===== config.mk =====
export PLATFORM = sky130hd
export DESIGN_NAME = dir_ctrl
export DESIGN_NICKNAME = d
export VERILOG_FILES = /design/src/rtl/snake_pkg.sv /design/src/rtl/btn_debounce.sv /design/src/rtl/dir_ctrl.sv
export SDC_FILE = /design/constraint.sdc
export NUM_CORES = 1
export LEC_CHECK = 0
export CORE_MARGIN = 2
export CORE_UTILIZATION = 44
export CTS_CLUSTER_DIAMETER = 50
export DETAILED_ROUTE_END_ITERATION = 10
export GPL_ROUTABILITY_DRIVEN = 1
export GPL_TIMING_DRIVEN = 1
export SYNTH_ARGS = -nofsm -noshare
export SYNTH_HDL_FRONTEND = slang
export SYNTH_SLANG_ARGS = --single-unit

===== constraint.sdc =====
create_clock -name clk -period 2.01 [get_ports clk]
set_input_delay 0.201 -clock clk [delete_from_list [all_inputs] [get_ports clk]]
set_output_delay 0.201 -clock clk [all_outputs]
set_load 0.02 [all_outputs]

===== src/rtl/snake_pkg.sv =====
// Shared types and helpers for the snake mover, display and direction control.
package snake_pkg;

    typedef logic [1:0] dir_t;

    localparam dir_t DIR_UP    = 2'd0;
    localparam dir_t DIR_LEFT  = 2'd1;
    localparam dir_t DIR_DOWN  = 2'd2;
    localparam dir_t DIR_RIGHT = 2'd3;
    localparam dir_t DIR_RESET = DIR_RIGHT;

    localparam int unsigned DEBOUNCE_CYC_DEF = 50000;
    localparam int unsigned CNT_W_DEF        = 16;

    // Opposite headings differ only in the upper bit of the encoding.
    function automatic logic is_reverse(dir_t x, dir_t y);
        return (x ^ y) == 2'b10;
    endfunction

endpackage


===== src/rtl/btn_debounce.sv =====
// One push-button: two-flop synchroniser, hold-time debounce and press pulse.
module btn_debounce #(
    parameter int unsigned DEBOUNCE_CYC = 50000,
    parameter int unsigned CNT_W        = 16
) (
    input  logic clk,
    input  logic rst,
    input  logic btn,
    output logic rise
);

    logic             sync1;
    logic             sync2;
    logic             stable;
    logic [CNT_W-1:0] cnt;

    // Synchronise, then accept a new level only after it has held long enough.
    always_ff @(posedge clk or negedge rst) begin
        if (!rst) begin
            sync1  <= 1'b0;
            sync2  <= 1'b0;
            stable <= 1'b0;
            cnt    <= '0;
            rise   <= 1'b0;
        end else begin
            sync1 <= btn;
            sync2 <= sync1;
            rise  <= 1'b0;
            if (sync2 == stable) begin
                cnt <= '0;
            end else if (cnt == CNT_W'(DEBOUNCE_CYC - 1)) begin
                stable <= sync2;
                cnt    <= '0;
                rise   <= sync2;
            end else begin
                cnt <= cnt + CNT_W'(1);
            end
        end
    end

endmodule


===== src/rtl/dir_ctrl.sv =====
// WASD buttons to a committed heading; turns queue and commit on the mover's step strobe.
module dir_ctrl
    import snake_pkg::*;
#(
    parameter int unsigned DEBOUNCE_CYC = DEBOUNCE_CYC_DEF,
    parameter int unsigned CNT_W        = CNT_W_DEF
) (
    input  logic       clk,
    input  logic       rst,
    input  logic       w,
    input  logic       a,
    input  logic       s,
    input  logic       d,
    input  logic       move_tick,
    output logic [1:0] direction,
    output logic       turn_pend,
    output logic       turned,
    output logic       rejected
);

    logic rise_w;
    logic rise_a;
    logic rise_s;
    logic rise_d;

    btn_debounce #(.DEBOUNCE_CYC(DEBOUNCE_CYC), .CNT_W(CNT_W)) u_db_w (
        .clk(clk), .rst(rst), .btn(w), .rise(rise_w)
    );
    btn_debounce #(.DEBOUNCE_CYC(DEBOUNCE_CYC), .CNT_W(CNT_W)) u_db_a (
        .clk(clk), .rst(rst), .btn(a), .rise(rise_a)
    );
    btn_debounce #(.DEBOUNCE_CYC(DEBOUNCE_CYC), .CNT_W(CNT_W)) u_db_s (
        .clk(clk), .rst(rst), .btn(s), .rise(rise_s)
    );
    btn_debounce #(.DEBOUNCE_CYC(DEBOUNCE_CYC), .CNT_W(CNT_W)) u_db_d (
        .clk(clk), .rst(rst), .btn(d), .rise(rise_d)
    );

    dir_t pending;
    dir_t req;
    logic req_vld;
    dir_t ref_dir;
    dir_t dir_n;
    dir_t pend_n;
    logic tp_n;
    logic turned_n;
    logic rej_n;

    // Fixed-priority pick among simultaneous presses: w > a > s > d.
    always_comb begin
        req_vld = rise_w | rise_a | rise_s | rise_d;
        req     = DIR_RIGHT;
        if (rise_w) begin
            req = DIR_UP;
        end else if (rise_a) begin
            req = DIR_LEFT;
        end else if (rise_s) begin
            req = DIR_DOWN;
        end
    end

    // Commit the old pending turn first, then judge any new press against the result.
    always_comb begin
        dir_n    = direction;
        pend_n   = pending;
        tp_n     = turn_pend;
        turned_n = 1'b0;
        rej_n    = 1'b0;
        if (move_tick && turn_pend) begin
            dir_n    = pending;
            tp_n     = 1'b0;
            turned_n = (pending != direction);
        end
        ref_dir = tp_n ? pend_n : dir_n;
        if (req_vld) begin
            if (is_reverse(req, ref_dir)) begin
                rej_n = 1'b1;
            end else if (req != ref_dir) begin
                pend_n = req;
                tp_n   = 1'b1;
            end
        end
    end

    // Heading, queued turn and event pulses.
    always_ff @(posedge clk or negedge rst) begin
        if (!rst) begin
            direction <= DIR_RESET;
            pending   <= DIR_RESET;
            turn_pend <= 1'b0;
            turned    <= 1'b0;
            rejected  <= 1'b0;
        end else begin
            direction <= dir_n;
            pending   <= pend_n;
            turn_pend <= tp_n;
            turned    <= turned_n;
            rejected  <= rej_n;
        end
    end

endmodule


# Word-level counts from Yosys, hierarchy flattened
# Index checks and enable logic that the tools add are counted.
# classes
add_sub_neg,4
n_eq_ne,11
mux,28
bitwise,9
reduce_logical,6
# op_table
cell,count
two-way mux 16 bit,8
"adder 16 x 1 -> 16 bit, second input constant",4
"equality test 16 bit, second input constant",4
two-way mux 1 bit,16
two-way mux 2 bit,4
AND reduction 2 bit,4
NOT 1 bit,5
equality test 1 bit,4
!= test 2 bit,2
OR 1 bit,3
AND reduction 3 bit,1
"equality test 2 bit, second input constant",1
bitwise XOR 2 bit,1
logical AND 1 bit,1
# totals
ff_bits,87
input_bits,7
out_inout_bits,5
word_cells,83

# Longest topological paths before layout
# Gate-level depths: netlist of the first run.
# depth
ltp_word,7
depth_mapped,6
depth_no_buf,5

# By module
# From an unflattened synthesis of the first run, not the netlist that was laid out.
# hier_totals
hier_cells,401
area_unflattened_um2,4291.6
# modules_own_cells
mod,instances,cells_each,area_per_inst_um2,seq_area_each_um2
btn_debounce,4,91,968.4,500.5
dir_ctrl,1,37,417.9,180.2

# Least setup slack after synthesis of the first run
# Ideal clock, no wire load.
# synth_path
path_type,reg2reg
startpoint,reg u_db_w.cnt[12]
endpoint,reg u_db_w.stable
setup_time_ps,125
arrival_ps,1655
t_required_ps,1885
path_slack_ps,230
stages_incl_launch_ff,5
n_path_buf,0
period_less_slack_ps,1780
cell_sequence,dfrtp_1 -> nor4b_2 -> nand3b_1 -> or4_4 -> mux2_4
# synth_between
elab_chain_len,2
# synth_rtl
element,line,rtl
"start, declared",btn_debounce.sv:15,logic [CNT_W-1:0] cnt;
"start signal, assigned",btn_debounce.sv:36,cnt <= cnt + CNT_W'(1);
equality test 16 bit,btn_debounce.sv:31,end else if (cnt == CNT_W'(DEBOUNCE_CYC - 1)) begin
AND reduction 2 bit (no source line),--,
"end signal, assigned",btn_debounce.sv:32,stable <= sync2;
"end, declared",btn_debounce.sv:14,logic stable;
# Every way passes these cells.
# A chain may end at the register's enable or synchronous reset.

# Worst setup path after layout of the first run
# layout_path
startpoint,reg u_db_a.cnt[12]
endpoint,reg u_db_a.stable
# layout_between
elab_chain_len,2
# layout_rtl
element,line
"start, declared",btn_debounce.sv:15
"start signal, assigned",btn_debounce.sv:36
equality test 16 bit,btn_debounce.sv:31
AND reduction 2 bit (no source line),--
"end signal, assigned",btn_debounce.sv:32
"end, declared",btn_debounce.sv:14
# Every way passes these cells.

==> results.sh, run 1 <==
export IMPL_hold_path_class="in -> reg"
export IMPL_firstDrtPassIters=4
export IMPL_grt_ovfl_total=0
export IMPL_ys_ff_latch=87
export IMPL_setup_viol=0
export IMPL_crit_path_start_kind="flip-flop"
export IMPL_powerDensity_nw_per_um2=709
export IMPL_clockRootBuffer="clkbuf_8"
export IMPL_ys_seq_area_frac=0.536
export IMPL_fp_dieW_um=100
export IMPL_synthArstFlopShare=1.00
export IMPL_insertion_delay_ns=0.36
export IMPL_ant_nets=0
export IMPL_fin_crit_ns=1.91
export IMPL_finalCritPeriodShare=0.949
export IMPL_maxSlewViolCount=0
export IMPL_clock_path_buffers=2
export IMPL_dieArea_sq_um=10000
export IMPL_ys_warn_count=0
export IMPL_diodes=0
export IMPL_final_common_cell="dfrtp_1"
export IMPL_portBuffers=11
export IMPL_slowest_stage="or4_4"
export IMPL_seqPwrFrac=0.551
export IMPL_holdWs_ns=0.284
export IMPL_rsz0062_at_grt="false"
export IMPL_synth_edf_count=0
export IMPL_drt_iter0_drc=109
export IMPL_hpwl_mm=5.18
export IMPL_syn2layout_area_growth_pct=13.4
export IMPL_final_nets=428
export IMPL_hold_depth=1
export IMPL_h_tree_depth=3
export IMPL_tns_ns=0
export IMPL_syn_avg_cell_area_sq_um=10.5
export IMPL_core_area_sq_um=9110
export IMPL_post_route_drc_count=0
export IMPL_hold_path_end="u_db_d.sync1"
export IMPL_utilization=0.507
export IMPL_rr_endpoint="u_db_a.stable"
export IMPL_fp_dieH_um=100
export IMPL_fin_cells=533
export IMPL_placedCellCount=516
export IMPL_final_cell_mix="dfrtp_1, nor2_1, xnor2_1"
export IMPL_cts_made_buffers=9
export IMPL_drive_gt1_frac=0.118
export IMPL_status="finished clean"
export IMPL_vias=2831
export IMPL_vdd_ir_drop_max_uv=366
export IMPL_min_from="d"
export IMPL_synth_cell_area_sq_um=4070
export IMPL_worstRegToRegCells=4
export IMPL_r2r_start="u_db_a.cnt[12]"
export IMPL_initial_utilization=0.447
export IMPL_grtUsageTotal=0.168
export IMPL_syn_nets=398
export IMPL_tightest_slew_ns=0.574
export IMPL_cp_max_fo=4
export IMPL_grt_pass1_vias=2909
export IMPL_row_count=35
export IMPL_leakagePower_uw=0.00186
export IMPL_p_int_uw=2560
export IMPL_synth_cells=387
export IMPL_viasPerCell=5.31
export IMPL_gp_congestion=0.847
export IMPL_switchingPower_uw=718
export IMPL_antenna_found_initial=0
export IMPL_cp_required_ns=2.24
export IMPL_path_cells="nor4_1 > nand3b_1 > or4_4 > mux2_1"
export IMPL_cts_clk_slew_worst_paths_ns=0.08
export IMPL_clock_sinks=87
export IMPL_p_clk_frac=0.412
export IMPL_path_class="reg -> reg"
export IMPL_post_drt_wl_per_cell_um=14.0
export IMPL_synthDistinctLibCells=40
export IMPL_worst_clock_skew_ns=0.0142
export IMPL_critPathArrivalTime_ns=2.14
export IMPL_synth_main_ff_cell="dfrtp_1"
export IMPL_cts_resized=0
export IMPL_critPathMaxStageDelay_ns=0.55
export IMPL_hold_violations=0
export IMPL_grt_pass1_wl_mm=13.4
export IMPL_slew_headroom=0.617
export IMPL_io_pins=12
export IMPL_pwr_share_comb=0.037
export IMPL_wl_mm=7.49
export IMPL_cap_violations=0
export IMPL_post_cts_buffers=0
export IMPL_swShare=0.219
export IMPL_reg2reg_slack_ns=0.10
export IMPL_max_freq_ghz=0.524
export IMPL_cts_tree="done"
export IMPL_grt_max_degree=47
export IMPL_cp_end_kind="flip-flop"
-- worst max-delay path by stage --
stage | startpoint | end | slack (ns) | cells past startpoint
CTS | u_db_a.cnt[12] | u_db_a.stable | 0.12 | 4
global route | u_db_a.cnt[12] | u_db_a.stable | 0.05 | 4
detailed placement | u_db_a.cnt[12] | u_db_a.stable | 0.13 | 4
global placement | u_db_a.cnt[12] | u_db_a.stable | 0.18 | 4
floorplan | u_db_w.cnt[12] | u_db_w.stable | 0.23 | 4
finish | u_db_a.cnt[12] | u_db_a.stable | 0.10 | 4
-- through the flow --
| step | power (uW) | area, sq um | setup slack [ns] |
|---|---|---|---|
| after floorplan | 1880 | 4070 | 0.230 |
| after global placement | 1960 | 4390 | 0.177 |
| after detailed placement | 1960 | 4390 | 0.135 |
| after CTS | 3310 | 4620 | 0.116 |
| after global routing | 3410 | 4620 | 0.0483 |
| final | 3270 | 4620 | 0.102 |
-- Yosys cell counts, types with 4 or more instances --
master   number  area (sq um)
nor2_1       75           282
xor2_1       12           105
nor4_1       18           113
nand2_1      22          82.6
and3_1        5          31.3
ha_1          4          50.1
nor3b_1       4          30.0
dfstp_2       4           105
mux2_2        5          56.3
nor3_1       15          75.1
nand3_1      21           105
nand4_1      16           100
xnor2_1      50           438
dfrtp_1      83          2080
inv_1        14          52.6
-- sequential cells by signal, indices dropped and copies added (netlist names), 2 cells and up --
name,cells
u_db_d.cnt,16
u_db_a.cnt,16
u_db_w.cnt,16
pending,2
direction,2
u_db_s.cnt,16
-- cells by family after synthesis --
family / Yosys count / synth area share
XOR/XNOR: 62 / 0.133
AND/OR/NAND/NOR: 189 / 0.234
flip-flops: 87 / 0.536
buffers and inverters: 19 / 0.0184
adder cells (fa/ha/maj): 4 / 0.0123
AO/OA/AOI/OAI: 17 / 0.0400
multiplexers: 9 / 0.0264
-- worst max-delay path: cells and delay by family (launching register included) --
kind / cells / cell delay, ns
flops: 1 / 0.43
simple gates: 3 / 1.03
mux: 1 / 0.33
-- power groups by stage --
stage                     Sequential, uW  Clock, uW  Combinational, uW
after detailed placement            1840          0                125
after floorplan                     1830          0               51.5
after global placement              1840          0                123
after global routing                1810       1460                142
after CTS                           1800       1380                126
final                               1800       1350                120
-- final cells by class --
type | instances | area, sq um
Fill cell | 850 | 4490
Sequential cell | 87 | 2180
Multi-Input combinational cell | 281 | 1810
Timing Repair Buffer | 24 | 208
Tap cell | 111 | 139
Clock buffer | 10 | 138
Clock inverter | 6 | 83.8
Inverter | 14 | 52.6
-- layer usage --
| metal | vias up | routed length [um] | track usage |
|---|---|---|---|
| li1 | 1397 | - | - |
| met1 | 1386 | 3750 | 0.230 |
| met2 | 36 | 3400 | 0.258 |
| met3 | 12 | 191 | 0.0320 |
| met4 | 0 | 145 | 0.0790 |
| met5 | - | 0 | 0 |
-- what timing repair did --
item	CTS	global route
hold buffers	1	0
endpoints found under the hold margin	39	0
setup endpoints to repair	0	0
No activity file was read; power rests on OpenSTA's default activity.
==> inputs of run 2 (changes only) <==
--- a/config.mk
+++ b/config.mk
@@ -11,6 +11,7 @@
 export DETAILED_ROUTE_END_ITERATION = 10
 export GPL_ROUTABILITY_DRIVEN = 1
 export GPL_TIMING_DRIVEN = 1
+export RECOVER_POWER = 25
 export SYNTH_ARGS = -nofsm -noshare
 export SYNTH_HDL_FRONTEND = slang
 export SYNTH_SLANG_ARGS = --single-unit
==> run 2 against run 1 <==
Sequential power hardly changed. First-iteration DRC count stayed put. Die area stayed put. Clock skew stayed put. Clock power hardly changed. Setup slack stayed put. Combinational power hardly changed. Via count hardly changed. Wire length hardly changed. Hold slack better by 0.066 ns. Design area hardly changed. Non-clock buffer count stayed put. Largest power group unchanged.
==> results.sh, run 2 (same netlist as run 1, synthesis figures left out) <==
export IMPL_grt_max_degree=47
export IMPL_h_tree_depth=3
export IMPL_post_drt_wl_per_cell_um=14.0
export IMPL_viasPerCell=5.32
export IMPL_switchingPower_uw=718
export IMPL_initial_utilization=0.447
export IMPL_insertion_delay_ns=0.36
export IMPL_portBuffers=11
export IMPL_syn2layout_area_growth_pct=13.3
export IMPL_worst_clock_skew_ns=0.0142
export IMPL_vdd_ir_drop_max_uv=366
export IMPL_leakagePower_uw=0.00186
export IMPL_firstDrtPassIters=4
export IMPL_tightest_slew_ns=1.12
export IMPL_cts_clk_slew_worst_paths_ns=0.09
export IMPL_drive_gt1_frac=0.118
export IMPL_path_class="reg -> reg"
export IMPL_critPathArrivalTime_ns=2.14
export IMPL_wl_mm=7.48
export IMPL_status="finished clean"
export IMPL_rsz0062_at_grt="false"
export IMPL_dieArea_sq_um=10000
export IMPL_post_cts_buffers=0
export IMPL_grt_pass1_wl_mm=13.4
export IMPL_powerDensity_nw_per_um2=709
export IMPL_cp_required_ns=2.24
export IMPL_hpwl_mm=5.18
export IMPL_clockRootBuffer="clkbuf_8"
export IMPL_cts_tree="done"
export IMPL_maxSlewViolCount=0
export IMPL_drt_iter0_drc=109
export IMPL_slew_headroom=0.257
export IMPL_vias=2833
export IMPL_fp_dieH_um=100
export IMPL_io_pins=12
export IMPL_crit_path_start_kind="flip-flop"
export IMPL_tns_ns=0
export IMPL_cap_violations=0
export IMPL_clock_path_buffers=2
export IMPL_grt_ovfl_total=0
export IMPL_pwr_share_comb=0.036
export IMPL_post_route_drc_count=0
export IMPL_finalCritPeriodShare=0.949
export IMPL_setup_viol=0
export IMPL_cp_max_fo=4
export IMPL_grtUsageTotal=0.168
export IMPL_fin_crit_ns=1.91
export IMPL_postCtsHoldBufs=1
export IMPL_fp_dieW_um=100
export IMPL_diodes=0
export IMPL_seqPwrFrac=0.551
export IMPL_final_common_cell="dfrtp_1"
export IMPL_ant_nets=0
export IMPL_cts_resized=0
export IMPL_holdWs_ns=0.350
export IMPL_hold_violations=0
export IMPL_clock_sinks=87
export IMPL_antenna_found_initial=0
export IMPL_swShare=0.219
export IMPL_final_nets=428
export IMPL_grt_pass1_vias=2909
export IMPL_cp_end_kind="flip-flop"
export IMPL_gp_congestion=0.847
export IMPL_max_freq_ghz=0.524
export IMPL_cts_made_buffers=9
export IMPL_p_int_uw=2550
export IMPL_core_area_sq_um=9110
export IMPL_hold_path_class="reg -> reg"
export IMPL_row_count=35
export IMPL_final_cell_mix="dfrtp_1, nor2_1, xnor2_1"
export IMPL_p_clk_frac=0.413
==> run 2: cell types whose count changed in the layout (fill, tap and decap cells not counted), sizes merged <==
cell	change
buf	-1
clkbuf	+1
clkdlybuf4s50	-4
dlygate4sd3	+4
==> run 2: final cells by class <==
class | instances | area, sq um
inverters | 14 | 52.6
clock buffers | 10 | 138
clock inverters | 6 | 83.8
multi-input cells | 281 | 1810
fillers | 851 | 4490
repair buffers | 24 | 205
well taps | 111 | 139
flip-flops and latches | 87 | 2180
==> run 2: layer usage <==
metal	part of all wire	track usage	vias up	wire [um]
met2	0.45	0.258	36	3400
li1	-	-	1397	-
met3	0.026	0.0320	12	191
met4	0.019	0.0790	0	145
met1	0.50	0.230	1388	3750
met5	0	0	-	0
==> run 2: path summary, 6_finish.rpt <==
kind	startpoint	end	slack [ns]	depth (start not counted)
setup / recovery	u_db_a.cnt[12]	u_db_a.stable	0.10	4
hold / removal	u_db_s.sync1	u_db_s.sync2	0.35	0
setup reg to reg	u_db_a.cnt[12]	u_db_a.stable	0.10	4
hold reg to reg	u_db_s.sync1	u_db_s.sync2	0.35	0
max in group asynchronous	rst	u_db_a.cnt[11]	0.58	3
min in group asynchronous	rst	u_db_s.cnt[11]	0.57	2
==> run 2: power by group through the flow <==
stage / logic (uW) / clock network, uW / registers [uW]
6_report: 118 / 1350 / 1800
5_1_grt: 140 / 1460 / 1810
4_1_cts: 126 / 1380 / 1800
3_5_place_dp: 125 / 0 / 1840
3_3_place_gp: 123 / 0 / 1840
2_1_floorplan: 51.5 / 0 / 1830
==> run 2: metrics by stage <==
stage	setup slack, ns	utilization	std cells	cell area (sq um)	power, uW
CTS	0.116	0.507	533	4620	3310
detailed placement	0.135	0.481	516	4390	1960
floorplan	0.230	-	387	4070	1880
global route	0.0483	0.507	533	4610	3400
finish	0.102	0.507	533	4610	3270
global placement	0.177	0.481	516	4390	1960
==> run 2: worst max-delay path, stage by stage, from the launching register on <==
cell,delay [ns]
dfrtp_1,0.43
nor4_1,0.31
nand3b_1,0.17
or4_4,0.55
mux2_1,0.33
